<file path="config.mk">
export PLATFORM = sky130hd
export DESIGN_NAME = log_dump_reader
export DESIGN_NICKNAME = d
export VERILOG_FILES = /design/src/rtl/log_pkg.sv /design/src/rtl/entry_serializer.sv /design/src/rtl/log_dump_reader.sv
export SDC_FILE = /design/constraint.sdc
export NUM_CORES = 1
export LEC_CHECK = 0
export CAP_MARGIN = 25
export CORE_UTILIZATION = 51
export DETAILED_ROUTE_END_ITERATION = 6
export PLACE_DENSITY = 0.87
export SLEW_MARGIN = 20
export SYNTH_ARGS = -nofsm -noshare
export SYNTH_HDL_FRONTEND = slang
export SYNTH_SLANG_ARGS = --single-unit
</file>
<file path="constraint.sdc">
create_clock -name clk -period 2.3 [get_ports clk]
set_clock_uncertainty 0.2 [all_clocks]
set_input_delay 0.575 -clock clk [delete_from_list [all_inputs] [get_ports clk]]
set_output_delay 0.575 -clock clk [all_outputs]
set_load 0.01 [all_outputs]
</file>
<file path="src/rtl/log_pkg.sv">
// Shared definitions for the access-log BRAM: entry layout, byte split and
// the reader state encoding.
package log_pkg;

  localparam int LOG_ENTRY_W         = 24;
  localparam int TYPE_MSB            = 23;
  localparam int TYPE_LSB            = 16;
  localparam int ADDR_MSB            = 15;
  localparam int ADDR_LSB            = 0;
  localparam int LOG_BYTES_PER_ENTRY = 3;

  typedef enum logic [2:0] {
    IDLE,
    READ,
    WAIT,
    SEND,
    NEXT,
    DONE
  } state_t;

  // Byte idx of an entry, MSB first: 0 = type, 1 = address high, 2 = address low
  function automatic logic [7:0] entry_byte(input logic [LOG_ENTRY_W-1:0] e,
                                            input logic [1:0] idx);
    case (idx)
      2'd0:    entry_byte = e[TYPE_MSB:TYPE_LSB];
      2'd1:    entry_byte = e[ADDR_MSB:ADDR_MSB-7];
      default: entry_byte = e[ADDR_LSB+7:ADDR_LSB];
    endcase
  endfunction

endpackage

</file>
<file path="src/rtl/entry_serializer.sv">
// Holds one log entry and streams its three bytes over a ready/valid
// interface, MSB first, with registered data and valid.
module entry_serializer
  import log_pkg::*;
(
  input  logic                   clk,
  input  logic                   rst_n,
  input  logic                   clear,
  input  logic                   load,
  input  logic [LOG_ENTRY_W-1:0] entry,
  input  logic                   tx_ready,
  output logic [7:0]             tx_data,
  output logic                   tx_valid,
  output logic                   last_byte_accepted
);

  localparam logic [1:0] LAST_IDX = 2'(LOG_BYTES_PER_ENTRY - 1);

  logic [LOG_ENTRY_W-1:0] entry_q;
  logic [1:0]             byte_idx;

  assign last_byte_accepted = tx_valid && tx_ready && (byte_idx == LAST_IDX);

  // Load an entry, then advance one byte per accepted handshake; clear drops a partial entry
  always_ff @(posedge clk or negedge rst_n) begin
    if (!rst_n) begin
      entry_q  <= '0;
      byte_idx <= '0;
      tx_data  <= '0;
      tx_valid <= 1'b0;
    end else if (clear) begin
      byte_idx <= '0;
      tx_valid <= 1'b0;
    end else if (load) begin
      entry_q  <= entry;
      byte_idx <= 2'd0;
      tx_data  <= entry_byte(entry, 2'd0);
      tx_valid <= 1'b1;
    end else if (tx_valid && tx_ready) begin
      if (byte_idx == LAST_IDX) begin
        byte_idx <= 2'd0;
        tx_valid <= 1'b0;
      end else begin
        byte_idx <= byte_idx + 2'd1;
        tx_data  <= entry_byte(entry_q, byte_idx + 2'd1);
      end
    end
  end

endmodule

</file>
<file path="src/rtl/log_dump_reader.sv">
// Reads a run of access-log entries from the BRAM user port and hands each
// one to the byte serializer feeding the UART transmit path.
module log_dump_reader
  import log_pkg::*;
#(
  parameter int ADDR_WIDTH = 10,
  parameter int DATA_WIDTH = 24
) (
  input  logic                  clk,
  input  logic                  rst_n,
  input  logic                  start,
  input  logic                  abort,
  input  logic [ADDR_WIDTH-1:0] first_addr,
  input  logic [ADDR_WIDTH:0]   count,
  output logic                  busy,
  output logic                  done,
  output logic [ADDR_WIDTH-1:0] log_addr,
  output logic                  log_rd,
  input  logic [DATA_WIDTH-1:0] log_data,
  input  logic                  log_data_valid,
  output logic [7:0]            tx_data,
  output logic                  tx_valid,
  input  logic                  tx_ready
);

  localparam logic [ADDR_WIDTH:0] DEPTH = {1'b1, {ADDR_WIDTH{1'b0}}};

  state_t              state;
  logic [ADDR_WIDTH:0] remaining;
  logic [ADDR_WIDTH:0] count_clamped;
  logic                ser_load;
  logic                ser_clear;
  logic                last_byte_accepted;

  // A request longer than the BRAM would only re-read entries, so cap it at one full pass
  assign count_clamped = (count > DEPTH) ? DEPTH : count;

  assign ser_load  = (state == WAIT) && log_data_valid && !abort;
  assign ser_clear = abort && (state != IDLE);

  // Dump sequencer: address counter, entry counter and registered handshake outputs
  always_ff @(posedge clk or negedge rst_n) begin
    if (!rst_n) begin
      state     <= IDLE;
      remaining <= '0;
      log_addr  <= '0;
      log_rd    <= 1'b0;
      busy      <= 1'b0;
      done      <= 1'b0;
    end else begin
      log_rd <= 1'b0;
      done   <= 1'b0;
      if (abort && (state != IDLE)) begin
        state <= IDLE;
        busy  <= 1'b0;
      end else begin
        case (state)
          IDLE: begin
            if (start && !abort) begin
              log_addr  <= first_addr;
              remaining <= count_clamped;
              busy      <= 1'b1;
              if (count_clamped == '0) begin
                state <= DONE;
                done  <= 1'b1;
              end else begin
                state  <= READ;
                log_rd <= 1'b1;
              end
            end
          end
          READ: state <= WAIT;
          WAIT: begin
            if (log_data_valid) state <= SEND;
          end
          SEND: begin
            if (last_byte_accepted) state <= NEXT;
          end
          NEXT: begin
            remaining <= remaining - 1'b1;
            if (remaining == 1) begin
              state <= DONE;
              done  <= 1'b1;
            end else begin
              log_addr <= log_addr + 1'b1;
              state    <= READ;
              log_rd   <= 1'b1;
            end
          end
          DONE: begin
            state <= IDLE;
            busy  <= 1'b0;
          end
          default: state <= IDLE;
        endcase
      end
    end
  end

  entry_serializer u_serializer (
    .clk                (clk),
    .rst_n              (rst_n),
    .clear              (ser_clear),
    .load               (ser_load),
    .entry              (log_data),
    .tx_ready           (tx_ready),
    .tx_data            (tx_data),
    .tx_valid           (tx_valid),
    .last_byte_accepted (last_byte_accepted)
  );

endmodule

</file>
== Yosys cells after proc, flatten, opt, wreduce, memory -nomap -nowiden ==
Index checks and enable logic that the tools add are counted.
Storage, ports and cells
  register bits: 62
  output and inout port bits: 22
  logic and storage cells: 90
Operators by class
  $add $sub $neg: 3
  magnitude comparators: 1
  eq/ne operators: 14
  multiplexer cells: 38
  bitwise operators: 1
  reductions and logical operators: 23
Operator list (count)
  $mux W8: 3
  $mux W11: 2
  $pmux W11 S2: 1
  $mux W10: 2
  $pmux W10 S2: 1
  $mux W3: 6
  $pmux W8 S2: 1
  $pmux W3 S5: 1
  $mux W1: 14
  $reduce_bool A3 Y1: 4
  $eq A11 B1 Y1 const B: 1
  $gt A11 B11 Y1 const B: 1
  $logic_not A11 Y1: 1
  $sub A11 B1 Y11 const B: 1
  $add A10 B1 Y10 const B: 1
  $ne A3 B3 Y1 const B: 3
  $reduce_and A3 Y1: 3
  $mux W2: 4
  $eq A3 B2 Y1 const B: 2
  $eq A3 B3 Y1 const B: 2
  $logic_and A1 B1 Y1: 6
  $ne A2 B2 Y1 const B: 3
  $pmux W1 S2: 3
  $reduce_and A2 Y1: 3
  other kinds (10): 11

== Longest topological paths before layout ==
Gate-level depths: netlist of run 1.
  word-level depth: 7
  depth in mapped cells: 7

== Modules after synthesis ==
Synthesis of run 1 repeated with hierarchy kept, for this count alone.
Second synthesis, totals
  cell total of the unflattened synthesis: 322
  area total of the unflattened synthesis: 3482.1 um^2
Modules (own cells, without submodules)
  log_dump_reader: instances 1, cells each 197, area each 1741.7 um^2, sequential area each 675.6 um^2
  entry_serializer: instances 1, cells each 125, area each 1740.4 um^2, sequential area each 875.8 um^2

== Worst setup path after synthesis of run 1 ==
No wires, ideal clock.
  kind: in2reg
  from: input abort
  to: register u_serializer.tx_data[0]
  setup time: 0.125 ns
  arrival time: 1.797 ns
  data required time: 1.975 ns
  setup slack: 0.178 ns
  stages: 5
  buffers on the path: 2
  path through: buf_2 > or3_4 > buf_6 > mux2_4 > mux2_2
On the way
  longest elaborated chain between the ends: 4
  elaborated cells between the ends (all ways): 8
RTL lines
  from (decl): line log_dump_reader.sv:12  | input logic abort,
  $logic_not A1 Y1: line log_dump_reader.sv:38  | assign ser_load = (state == WAIT) && log_data_valid && !abort;
  $logic_and A1 B1 Y1: line log_dump_reader.sv:38
  $ne A2 B2 Y1 (no line) or $reduce_bool A2 Y1 (tied branches)
  $reduce_and A3 Y1 (no line)
  to (signal assigned): line entry_serializer.sv:37  | tx_data <= entry_byte(entry, 2'd0);
  to (signal assigned): line entry_serializer.sv:45  | tx_data <= entry_byte(entry_q, byte_idx + 2'd1);
  to (decl): line entry_serializer.sv:12  | output logic [7:0] tx_data,
Several ways; a longest one is shown, not always the timed one.
A chain may end at the register's enable or synchronous reset.

== Worst setup path after layout of run 1 ==
  from: register log_addr[4]
  to: output log_addr[4]
RTL lines
  from (decl): line log_dump_reader.sv:17  | output logic [ADDR_WIDTH-1:0] log_addr,
  from (signal assigned): line log_dump_reader.sv:60  | log_addr <= first_addr;
  from (signal assigned): line log_dump_reader.sv:85  | log_addr <= log_addr + 1'b1;
No word-level cell between the ends.

==> flow_summary.yaml, run 1 <==
yosys:
  synth_seq_cells: 62
  synth_top_area_share_pct: 45.8
  syn_inst: 328
  syn_area_per_cell_um2: 10.3
  synth_edf_count: 0
  synthesis.area_um2: 3390
  postSynth.asyncResetShare_pct: 100
  yosysWarningCount: 0
  synthDistinctLibCells: 51
  synth-seq-area-share_pct: 45.8
  yosysTopAreaCell: "dfrtp_1"
  syn_nets: 386
  synthTopCellsByArea: "dfrtp_1 46%, mux2_2 11%, o21ai_0 3.5%, mux2_4 3.1%, nand2_1 3.0%"
  synth_flop_cell: "dfrtp_1"
final_layout:
  most-common-layout-cells: "71 x clkdlybuf4s50_1, 62 x dfrtp_1, 33 x mux2_2, 29 x buf_4, 27 x nand2_1"
  final_common_cell: "clkdlybuf4s50_1"
  multiInputGateArea_um2: 1730
  regArea_um2: 1550
  n_fill_cell: 433
  syn_to_final_growth_pct: 38.1
  n_antenna_cell: 0
  stdcell_area_um2: 4680
  final_nets: 482
  drive_above_1_share_pct: 22.8
timing:
  timing.fmax_mhz: 462
  finalHoldViolCount: 0
  setup_viol: 0
  period_share_pct: 94.2
  min_period_ns: 2.17
  drv_slew: 0
  worst_pin_slew_ns: 0.553
  fin_ws_ns: 0.134
  tns_ns: 0
  max_slew_margin_pct: 63.1
  grt_setup_unrepaired: "no"
  hold_ws_ns: 0.309
cts:
  post-cts-setup-buffer-count: 0
  cts_buffers: 9
  clockBufferDepth: 2
  cts_root_buffer: "clkbuf_8"
  cts_tree: "built"
  numClockSinks: 62
  cts.clk_slew.worst_paths_ns: 0.07
  insertion_delay_ns: 0.34
  htree_levels: 3
setup_path:
  critPathCaptureType: "output port"
  critical_path_class: "flip-flop to output port"
  start_kind: "flip-flop"
  cp_slowest_cell: "clkdlybuf4s50_1"
  rr_startpoint: "u_serializer.byte_idx[0]"
  rrSetupSlack_ns: 0.15
  critPathBufInv: 1
  worstPathArrival_ns: 1.39
  reg2regPathDepth: 5
  path_cells: "clkdlybuf4s50_1"
  cp_top_family: "buffers and inverters"
  critical-path-max-stage-delay_ns: 0.58
  critPathMaxFanout: 8
  required_ns: 1.52
  timing.rr.end: "u_serializer.tx_data[0]"
global_routing:
  grt_pass1_wl_um: 14600
  grt_overflow_total: 0
  grtUsageTotal_pct: 26.2
  antenna_found_initial: 0
  grt_max_degree: 47
  grt_pass1_vias: 3002
power_and_ir_drop:
  ir_drop_mv: 0.726
  powerDensity_nw_per_um2: 1210
  p_leak_nw: 1.99
  p_total_mw: 5.67
drt:
  drt_iter0_drc: 181
  vias: 3024
  route.detailed.drc: 0
  route.antenna.remaining_nets: 0
  wire_per_inst_um: 16.7
  viasPerCell: 5.98
  drtPass1Iterations: 5
  wirelength_um: 8440
placed_design:
  dpl_cell_area_um2: 4390
  routabilityCongestion: 0.851
  place_ws_ns: -0.172
  place.port_buffers: 72
  dp_hpwl_um: 5840
min_path:
  hp-start: "u_serializer.entry_q[1]"
  hp-class: "flip-flop to flip-flop"
  worstHoldPathCells: 1
  holdPathEnd: "u_serializer.entry_q[1]"
outcome:
  outcome: "finished, final reports clean"
floorplanning:
  dieHeight_um: 83.5
  initial_core_util_pct: 53.0
  die_area_um2: 6970
  fp.dieW_um: 83.5
  core-area_um2: 6390
  io_pins: 73
  num_rows: 29
job:
  cap_violations: 0
## area by class of cell
type | instances | share of cell area [%]
Clock buffer | 9 | 2.65
Clock inverter | 7 | 3.10
Inverter | 7 | 0.562
Multi-Input combinational cell | 239 | 37.0
Sequential cell | 62 | 33.2
Tap cell | 77 | 2.06
Timing Repair Buffer | 105 | 21.4
## report_power, final
| group | internal [mW] | leakage, nW | total [mW] | switching (mW) |
|---|---|---|---|---|
| registers | 1.58 | 0.759 | 2.02 | 0.441 |
| clock network | 0.835 | 0.130 | 1.29 | 0.460 |
| logic | 1.33 | 1.10 | 2.36 | 1.03 |
## worst max-delay path by stage
stage / endpoint / cells after the start / slack, ns / startpoint
global placement: u_serializer.tx_data[4] / 5 / -0.14 / log_data_valid
floorplan: u_serializer.tx_data[0] / 5 / 0.18 / abort
detailed placement: u_serializer.tx_data[2] / 5 / -0.17 / log_data_valid
finish: log_addr[4] / 1 / 0.13 / log_addr[4]
CTS: log_addr[4] / 1 / 0.13 / log_addr[4]
global route: state[2] / 5 / 0.01 / count[4]
## stage by stage
stage / std cells / util (%)
final: 506 / 73.3
after global routing: 506 / 73.3
after CTS: 506 / 73.2
after detailed placement: 489 / 68.8
after global placement: 489 / 68.8
after floorplan: 328 / -
## registers in the layout, indices dropped and copies added (netlist names), 2 cells and up
name,cells
u_serializer.entry_q,24
u_serializer.tx_data,8
u_serializer.byte_idx,2
remaining,11
state,3
log_addr,10
## cell usage after synthesis, drive strengths merged, types with 2 or more instances
master   number
dfrtp        62
mux2         41
nand2        27
o21ai        26
a21oi        16
nor3         15
nor2         14
buf          11
nand3        11
a22oi        10
clkbuf        9
a2bb2oi       8
ha            7
inv           7
nand4         7
nor2b         6
nor4          5
a221o         3
a31oi         3
a41oi         3
and4          3
o21a          3
or4           3
a211o         2
a21boi        2
and3          2
nand2b        2
nor3b         2
o22a          2
o22ai         2
or3           2
or3b          2
## kinds of logic (layout without fill, tap and decap cells)
| kind of cell | count (synthesis) | after routing | share of synthesized area, % |
|---|---|---|---|
| simple gates | 103 | 103 | 16.3 |
| flops | 62 | 62 | 45.8 |
| mux | 42 | 42 | 14.7 |
| compound gates | 87 | 87 | 17.0 |
| fa+ha+maj | 7 | 7 | 2.59 |
| buf+inv | 27 | 128 | 3.58 |
## routing by layer
layer | part of all wire, % | track usage (%) | up-vias
met5 | 0 | 0 | -
met4 | 1.2 | 8.32 | 0
met3 | 5.5 | 4.35 | 13
met2 | 51 | 44.9 | 123
met1 | 43 | 34.2 | 1464
li1 | - | - | 1424
## repair_timing
| action | in CTS | in global routing |
|---|---|---|
| hold buffers | 1 | 0 |
| hold endpoints to repair | 16 | 0 |
| resized for setup | 0 | 1 |
| endpoints found under the setup margin | 0 | 1 |
## worst register-to-register path, delay by kind of cell (launching register included)
kind / cells / cell delay, ns
AO/OA/AOI/OAI: 1 / 0.21
adder cells (fa/ha/maj): 1 / 0.58
buffers and inverters: 1 / 0.09
flip-flops: 1 / 0.42
multiplexers: 2 / 0.55
Note: power is estimated with default switching activity, not from simulation.
==> run 2, diff against run 1 <==
GPL_TIMING_DRIVEN = 0   (was unset)
==> run 2 against run 1 <==
Global-route usage shrank 1.1 points. Flip-flop and latch count unchanged. Die area is the same. Hold slack got worse by 0.0028 ns. Maximum frequency down 2.3%. Critical path depth rose by 5. Sequential share of layout area up 1.7 points. Count of clock-buffer cells in the layout up 2. Wire length down 1.3%. Largest cell class unchanged. Largest power group unchanged.
==> flow_summary.yaml, run 2 (synthesis gave the netlist of run 1 again) <==
placed_design:
  dp.cells: 477
  place.port_buffers: 71
  place_ws_ns: -0.284
  dp_hpwl_um: 6020
  routabilityCongestion: 0.881
drt:
  drt_iter0_drc: 162
  route.detailed.drc: 0
  dr_wl_met3_um: 583
  top_layer: "met4"
  vias: 2983
  m1WireLength_um: 3570
  route.antenna.remaining_nets: 0
  wire_per_inst_um: 16.9
  routed-wl-met2_um: 4110
  wirelength_um: 8330
  drtPass1Iterations: 5
  viasPerCell: 6.05
final_layout:
  n_fill_cell: 502
  final_common_cell: "clkdlybuf4s50_1"
  final_nets: 469
  final_cell_count_no_fill: 493
  largest_reg_flops: 24
  most-common-layout-cells: "70 x clkdlybuf4s50_1, 62 x dfrtp_1, 33 x mux2_2, 27 x nand2_1, 24 x o21ai_0"
  fin_util_pct: 69.7
  n_antenna_cell: 0
  top_regs: "u_serializer.entry_q: 24 flops, remaining: 11 flops, log_addr: 10 flops"
  drive_above_1_share_pct: 18.8
  top_register: "u_serializer.entry_q"
  syn_to_final_growth_pct: 31.4
cts:
  cts_root_buffer: "clkbuf_8"
  clockBufferDepth: 2
  numClockSinks: 62
  post-cts-setup-buffer-count: 0
  cts.clk_slew.worst_paths_ns: 0.07
  htree_levels: 3
  insertion_delay_ns: 0.34
  cts_tree: "built"
  cts_buffers: 9
setup_path:
  required_ns: 2.33
  start_kind: "input port"
  worstPathArrival_ns: 2.24
  critPathMaxFanout: 10
  rrSetupSlack_ns: 0.11
  critical_path_class: "input port to flip-flop"
  critPathCaptureType: "flip-flop"
floorplanning:
  num_rows: 29
  io_pins: 73
  core-area_um2: 6390
  initial_core_util_pct: 53.0
  dieHeight_um: 83.5
  die_area_um2: 6970
  fp.dieW_um: 83.5
power_and_ir_drop:
  powerDensity_nw_per_um2: 1170
  p_total_mw: 5.19
  p_leak_nw: 1.85
  ir_drop_mv: 0.778
timing:
  drv_slew: 0
  min_period_ns: 2.22
  fin_ws_ns: 0.0831
  finalHoldViolCount: 0
  max_slew_margin_pct: 63.8
  grt_setup_unrepaired: "no"
  setup_viol: 0
  timing.fmax_mhz: 451
  hold_ws_ns: 0.307
  worst_pin_slew_ns: 0.539
  period_share_pct: 96.4
global_routing:
  antenna_found_initial: 0
  grt_overflow_total: 0
  grt_pass1_vias: 2915
  grtUsageTotal_pct: 25.2
  grt_pass1_wl_um: 14000
  grt_max_degree: 45
min_path:
  hp-class: "flip-flop to flip-flop"
outcome:
  outcome: "finished, final reports clean"
job:
  cap_violations: 0
run 2: changes by cell type in the layout (fill, tap and decap cells not counted), moves of 2 or more:
cell | before | now
buf_2 | 1 | 10
nor4_1 | 5 | 3
buf_4 | 29 | 1
bufinv_16 | 4 | 1
clkbuf_1 | 0 | 9
buf_12 | 3 | 0
nor4_2 | 0 | 2
run 2: path summary, 6_finish.rpt:
path,from,end,depth (start not counted)
worst max-delay path,log_data_valid,u_serializer.tx_data[4],6
worst min-delay path,u_serializer.tx_data[6],u_serializer.tx_data[6],1
worst max register to register,state[1],log_addr[1],5
worst min register to register,u_serializer.tx_data[6],u_serializer.tx_data[6],1
max in group asynchronous,rst_n,u_serializer.entry_q[9],3
min in group asynchronous,rst_n,u_serializer.tx_data[7],2
run 2: cell type report:
type	count	area (um^2)	share of cell area [%]
multi-input cells	239	1740	39.1
flip-flops and latches	62	1550	34.9
repair buffers	73	746	16.8
clock buffers	11	141	3.18
well taps	77	96.3	2.16
plain buffers	19	91.3	2.05
clock inverters	5	58.8	1.32
inverters	7	26.3	0.590
run 2: timing repair:
item / in CTS / in global routing
endpoints found under the setup margin: 5 / 32
hold buffers: 1 / 0
endpoints found under the hold margin: 18 / 0
gates resized for setup: 0 / 4
run 2: power by group:
group / switching, mW / leakage (nW) / internal [mW]
logic: 0.989 / 0.999 / 1.23
clock network: 0.438 / 0.0955 / 0.530
registers: 0.424 / 0.759 / 1.58
total: 1.85 / 1.85 / 3.34
run 2: per-stage QoR:
stage / TNS, ns / cell area [um^2]
final: 0 / 4450
after global routing: 0 / 4450
after CTS: 0 / 4430
after detailed placement: -7.95 / 4220
after global placement: -102.17 / 4190
after floorplan: 0 / 3390
run 2: worst max-delay path, stage by stage:
cell and delay [ns]:
clkdlybuf4s50_1 0.47, nand2b_1 0.11, or3_4 0.36, buf_6 0.17
mux2_4 0.29, mux2_2 0.26
run 2: metal layers:
| metal | vias to the layer above | track usage [%] |
|---|---|---|
| met2 | 131 | 41.7 |
| li1 | 1399 | - |
| met1 | 1444 | 33.2 |
| met4 | 0 | 5.70 |
| met3 | 9 | 6.73 |
| met5 | - | 0 |
==> RTL change 1: new RTL, settings of run 1 <==
Encoding of `state_t`: now one-hot (6 bits for 6 states).
--- a/src/rtl/log_pkg.sv
+++ b/src/rtl/log_pkg.sv
@@ -9,13 +9,13 @@
   localparam int ADDR_LSB            = 0;
   localparam int LOG_BYTES_PER_ENTRY = 3;
 
-  typedef enum logic [2:0] {
-    IDLE,
-    READ,
-    WAIT,
-    SEND,
-    NEXT,
-    DONE
+  typedef enum logic [5:0] {
+    IDLE = 6'b000001,
+    READ = 6'b000010,
+    WAIT = 6'b000100,
+    SEND = 6'b001000,
+    NEXT = 6'b010000,
+    DONE = 6'b100000
   } state_t;
 
   // Byte idx of an entry, MSB first: 0 = type, 1 = address high, 2 = address low
Formal check against the unedited RTL: same outputs for any inputs over 10 cycles, from zero or initial values and one cycle with rst_n low; not proved beyond that.
==> RTL change 1 against run 1 <==
  * The flow now finishes with violations (design-rule violations)
  * Synthesized cell count is 20% higher
  * Non-clock buffer count fell by 4
  * Sequential cell count is 3 higher
  * Die area rose by 2.0%
  * Synthesized area rose by 2.1%
  * Setup slack lost 0.0059 ns
  * Final area shrank 1.2%
  * Routed wire length rose by 8.2%
Power is not compared: it rests on default switching activity, and its combinational part moved more than twofold at a synthesized area within 25%.
==> RTL change 1: results (changes against run 1) <==
- Min setup slack post-route: 0.1277 ns (-0.005913 ns)
- CLK BUF: 9 (unchanged)
- Cell internal pwr: about 2000 uW
- Reg area: 1628 sq um (+4.9%)
- Placed Cells: 549 (+12%)
- Footprint of the multi-input gates: 1700 sq um (-1.8%)
- Post-synthesis sequential area ratio: 47.07% (+1.3 points)
- Number of global-route vias before repair: 3203 (+6.7%)
- Synth Area in Compound Gates: 19.46% (+2.4 points)
- Largest cells by area after synthesis: dfrtp_1 46%, nand2_1 12%, o21ai_0 4.6%, mux2i_1 2.6%, ha_1 2.5%
- Hold slack: 0.02989 ns (-0.2795 ns)
- Met2 global-route usage: 41.06% (-3.8 points)
- Status: complete, but fails checks
- Post-synthesis xor/xnor area fraction: 0.2533% (+0.25 points)
- Non-clock buffer count: 101 (-3.8%)
- Adder-Cell Fraction of Synth Area: 2.533% (-0.053 points)
- Met3 Usage GRT: 6.490% (+2.1 points)
- Hold Path Class: in2async
- GP Congestion: 0.8914 (+4.8%)
- Met1 usage: 37.66% (+3.5 points)
- Nets: 544 (+13%)
- Finished Layout Cells: 568 (+12%)
- Post-synth top cells: 106 x nand2_1, 64 x dfrtp_1, 32 x o21ai_0
- Buffer share of cell area: 21.27% (-0.18 points)
- TritonRoute pass-1 iters: 7 (+2)
- DR iter-0 viols: 378 (+110%)
- Power Total: 3012 uW
- Wl on met1: 4050 um (+13%)
- Fillers: 483 (+12%)
- Slew HR: 64.81% (+1.7 points)
- First-pass GRT wire length: 15180 um (+4.0%)
- Synth Net Count: 453 (+17%)
- Post-route DRC: 2 (+2)
- Yosys cell types: 53 (+3.9%)
- Place WS: -0.1154 ns (+0.05676 ns)
- Layout cells sized above 1: 11.41% (-11 points)
- Largest net degree at the start of global routing: 66 (+40%)
- Via Count: 3365 (+11%)
- ClkCell Share: 3.843% (-1.9 points)
- Failing checks: design-rule violations
- DR WL met3: 620 um (+34%)
- CP max FO: 7 (-1)
- All-Layer GR Usage: 26.94% (+0.73 points)
- Synth Instances: 395 (+20%)
- Avg WL per Cell: 16.07 um (-3.6%)
- Multiplexer share of the synthesized area: 2.605% (-12 points)
- Sink Count: 65 (+4.8%)
- Port bufs: 72 (unchanged)
- Invs w/o clock: 10 (+3)
- #MultiIn Comb: 299 (+25%)
RTL change 1: through the flow:
stage               util, %  TNS (ns)  instance area [sq um]
finish                71.58         0                   4623
global route          71.58         0                   4623
CTS                   71.23         0                   4601
detailed placement    68.48   -0.8901                   4423
global placement      68.48   -0.5674                   4423
floorplan                 -         0                   3458
RTL change 1: worst paths after layout:
kind,start,end,cells past startpoint
max,log_addr[5]$_DFFE_PN0P_,log_addr[5],1
min,rst_n,log_addr[2]$_DFFE_PN0P_,2
max reg2reg,state[1]$_DFFE_PN0P_,u_serializer.tx_data[2]$_DFFE_PN0P_,7
min reg2reg,u_serializer.entry_q[23]$_DFFE_PN0P_,u_serializer.entry_q[23]$_DFFE_PN0P_,2
max in group asynchronous,rst_n,state[0]$_DFFE_PN1P_,2
min in group clk,u_serializer.entry_q[23]$_DFFE_PN0P_,u_serializer.entry_q[23]$_DFFE_PN0P_,2
==> RTL change 2: new RTL, config.mk and constraints of run 1 <==
Without the edit above. `ADDR_WIDTH`: 10 -> 12.
--- a/src/rtl/log_dump_reader.sv
+++ b/src/rtl/log_dump_reader.sv
@@ -3,7 +3,7 @@
 module log_dump_reader
   import log_pkg::*;
 #(
-  parameter int ADDR_WIDTH = 10,
+  parameter int ADDR_WIDTH = 12,
   parameter int DATA_WIDTH = 24
 ) (
   input  logic                  clk,
Interface: changed (resized count, first_addr and log_addr); port bits go from 73 to 79. The function was not compared with the original's and may differ.
==> RTL change 2 against run 1 <==
  * Clock power shrank 13%
  * Power shrank 20%
  * Sequential cell count grew 4
  * Maximum frequency shrank 4.1%
  * Count of clock-buffer cells in the layout is the same
  * Synthesized area grew 5.7%
  * Worst hold slack lost 0.28 ns
  * Final area grew 5.0%
  * Setup slack lost 0.092 ns
  * Synthesized cell count grew 24%
  * Sequential power shrank 6%
  * Routed wire length grew 15%
  * Critical path depth grew 5
  * Critical endpoint is now done$_DFF_PN0_
  * Non-clock buffer count grew 1
==> RTL change 2: results (changes against run 1) <==
- Synth Net Count: 469 (+22%)
- Layout cells sized above 1: 11.53% (-11 points)
- Multiplexer share of the synthesized area: 4.228% (-10 points)
- Number of global-route vias before repair: 3360 (+12%)
- Port bufs: 78 (+8.3%)
- Final wirelength: 9681 um (+15%)
- Avg WL per Cell: 16.16 um (-3.1%)
- Wl on met1: 4325 um (+21%)
- Least-Margin Pin Slew: 0.4369 ns (-0.1164 ns)
- DR WL met3: 390 um (-15%)
- Via Count: 3460 (+14%)
- DR iter-0 viols: 246 (+36%)
- Hold Path Class: in2async
- CP delay by family, top: simple AND/OR/NAND/NOR gates
- Met2 wire len: 4788 um (+12%)
- Arr. time, crit path: 2.31 ns (+0.92 ns)
- Worst R2R Setup Slack: 0.11 ns (-0.04 ns)
- First-pass GRT wire length: 15810 um (+8.4%)
- Crit path max-delay cell type: or4_4
- Nets: 560 (+16%)
- Post-synthesis sequential area ratio: 46.12% (+0.31 points)
- Met3 Usage GRT: 4.042% (-0.31 points)
- Critical path startpoint: count[3]
- Tmin final: 2.259 ns (+0.09240 ns)
- Adder-Cell Fraction of Synth Area: 2.446% (-0.14 points)
- Status: finished, final reports clean
- Critical Path End Type: flop
- Hold slack: 0.02887 ns (-0.2805 ns)
- FF-to-FF Start: remaining[0]$_DFFE_PN0P_
- Met1 usage: 36.01% (+1.8 points)
- Post-synth top cells: 97 x nand2_1, 66 x dfrtp_1, 24 x o21ai_0
- Placed Cells: 583 (+19%)
- Detailed-placement wirelength estimate: 6620 um (+13%)
- Fillers: 521 (+20%)
- Synth Area in Compound Gates: 19.57% (+2.5 points)
[RTL change 2: cell types whose count changed after synthesis, sizes merged, moves of 4 or more]
cell,before,now
nor2b,6,1
clkbuf,9,17
o21ai,26,34
a31oi,3,7
mux2i,1,14
nand2,27,97
dfrtp,62,66
mux2,41,1
nor2,14,19
[RTL change 2: cell type report]
class / instances / share of cell area, %
Inverter: 9 / 0.6879
Tap cell: 96 / 2.446
Sequential cell: 66 / 33.63
Clock buffer: 9 / 2.522
Multi-Input combinational cell: 306 / 37.27
Clock inverter: 7 / 2.089
Timing Repair Buffer: 106 / 21.35
[RTL change 2: where the power goes]
group          switching, uW  internal (uW)  leakage [uW]
clock network            495            621      0.000115
registers                352           1550      0.000826
logic                    736            776       0.00119
[RTL change 2: per-stage QoR]
step	total power [uW]	util [%]
after floorplan	2683	-
final	4531	72.28
after global routing	4809	72.28
after CTS	4527	71.80
after detailed placement	3406	68.47
after global placement	3326	68.47
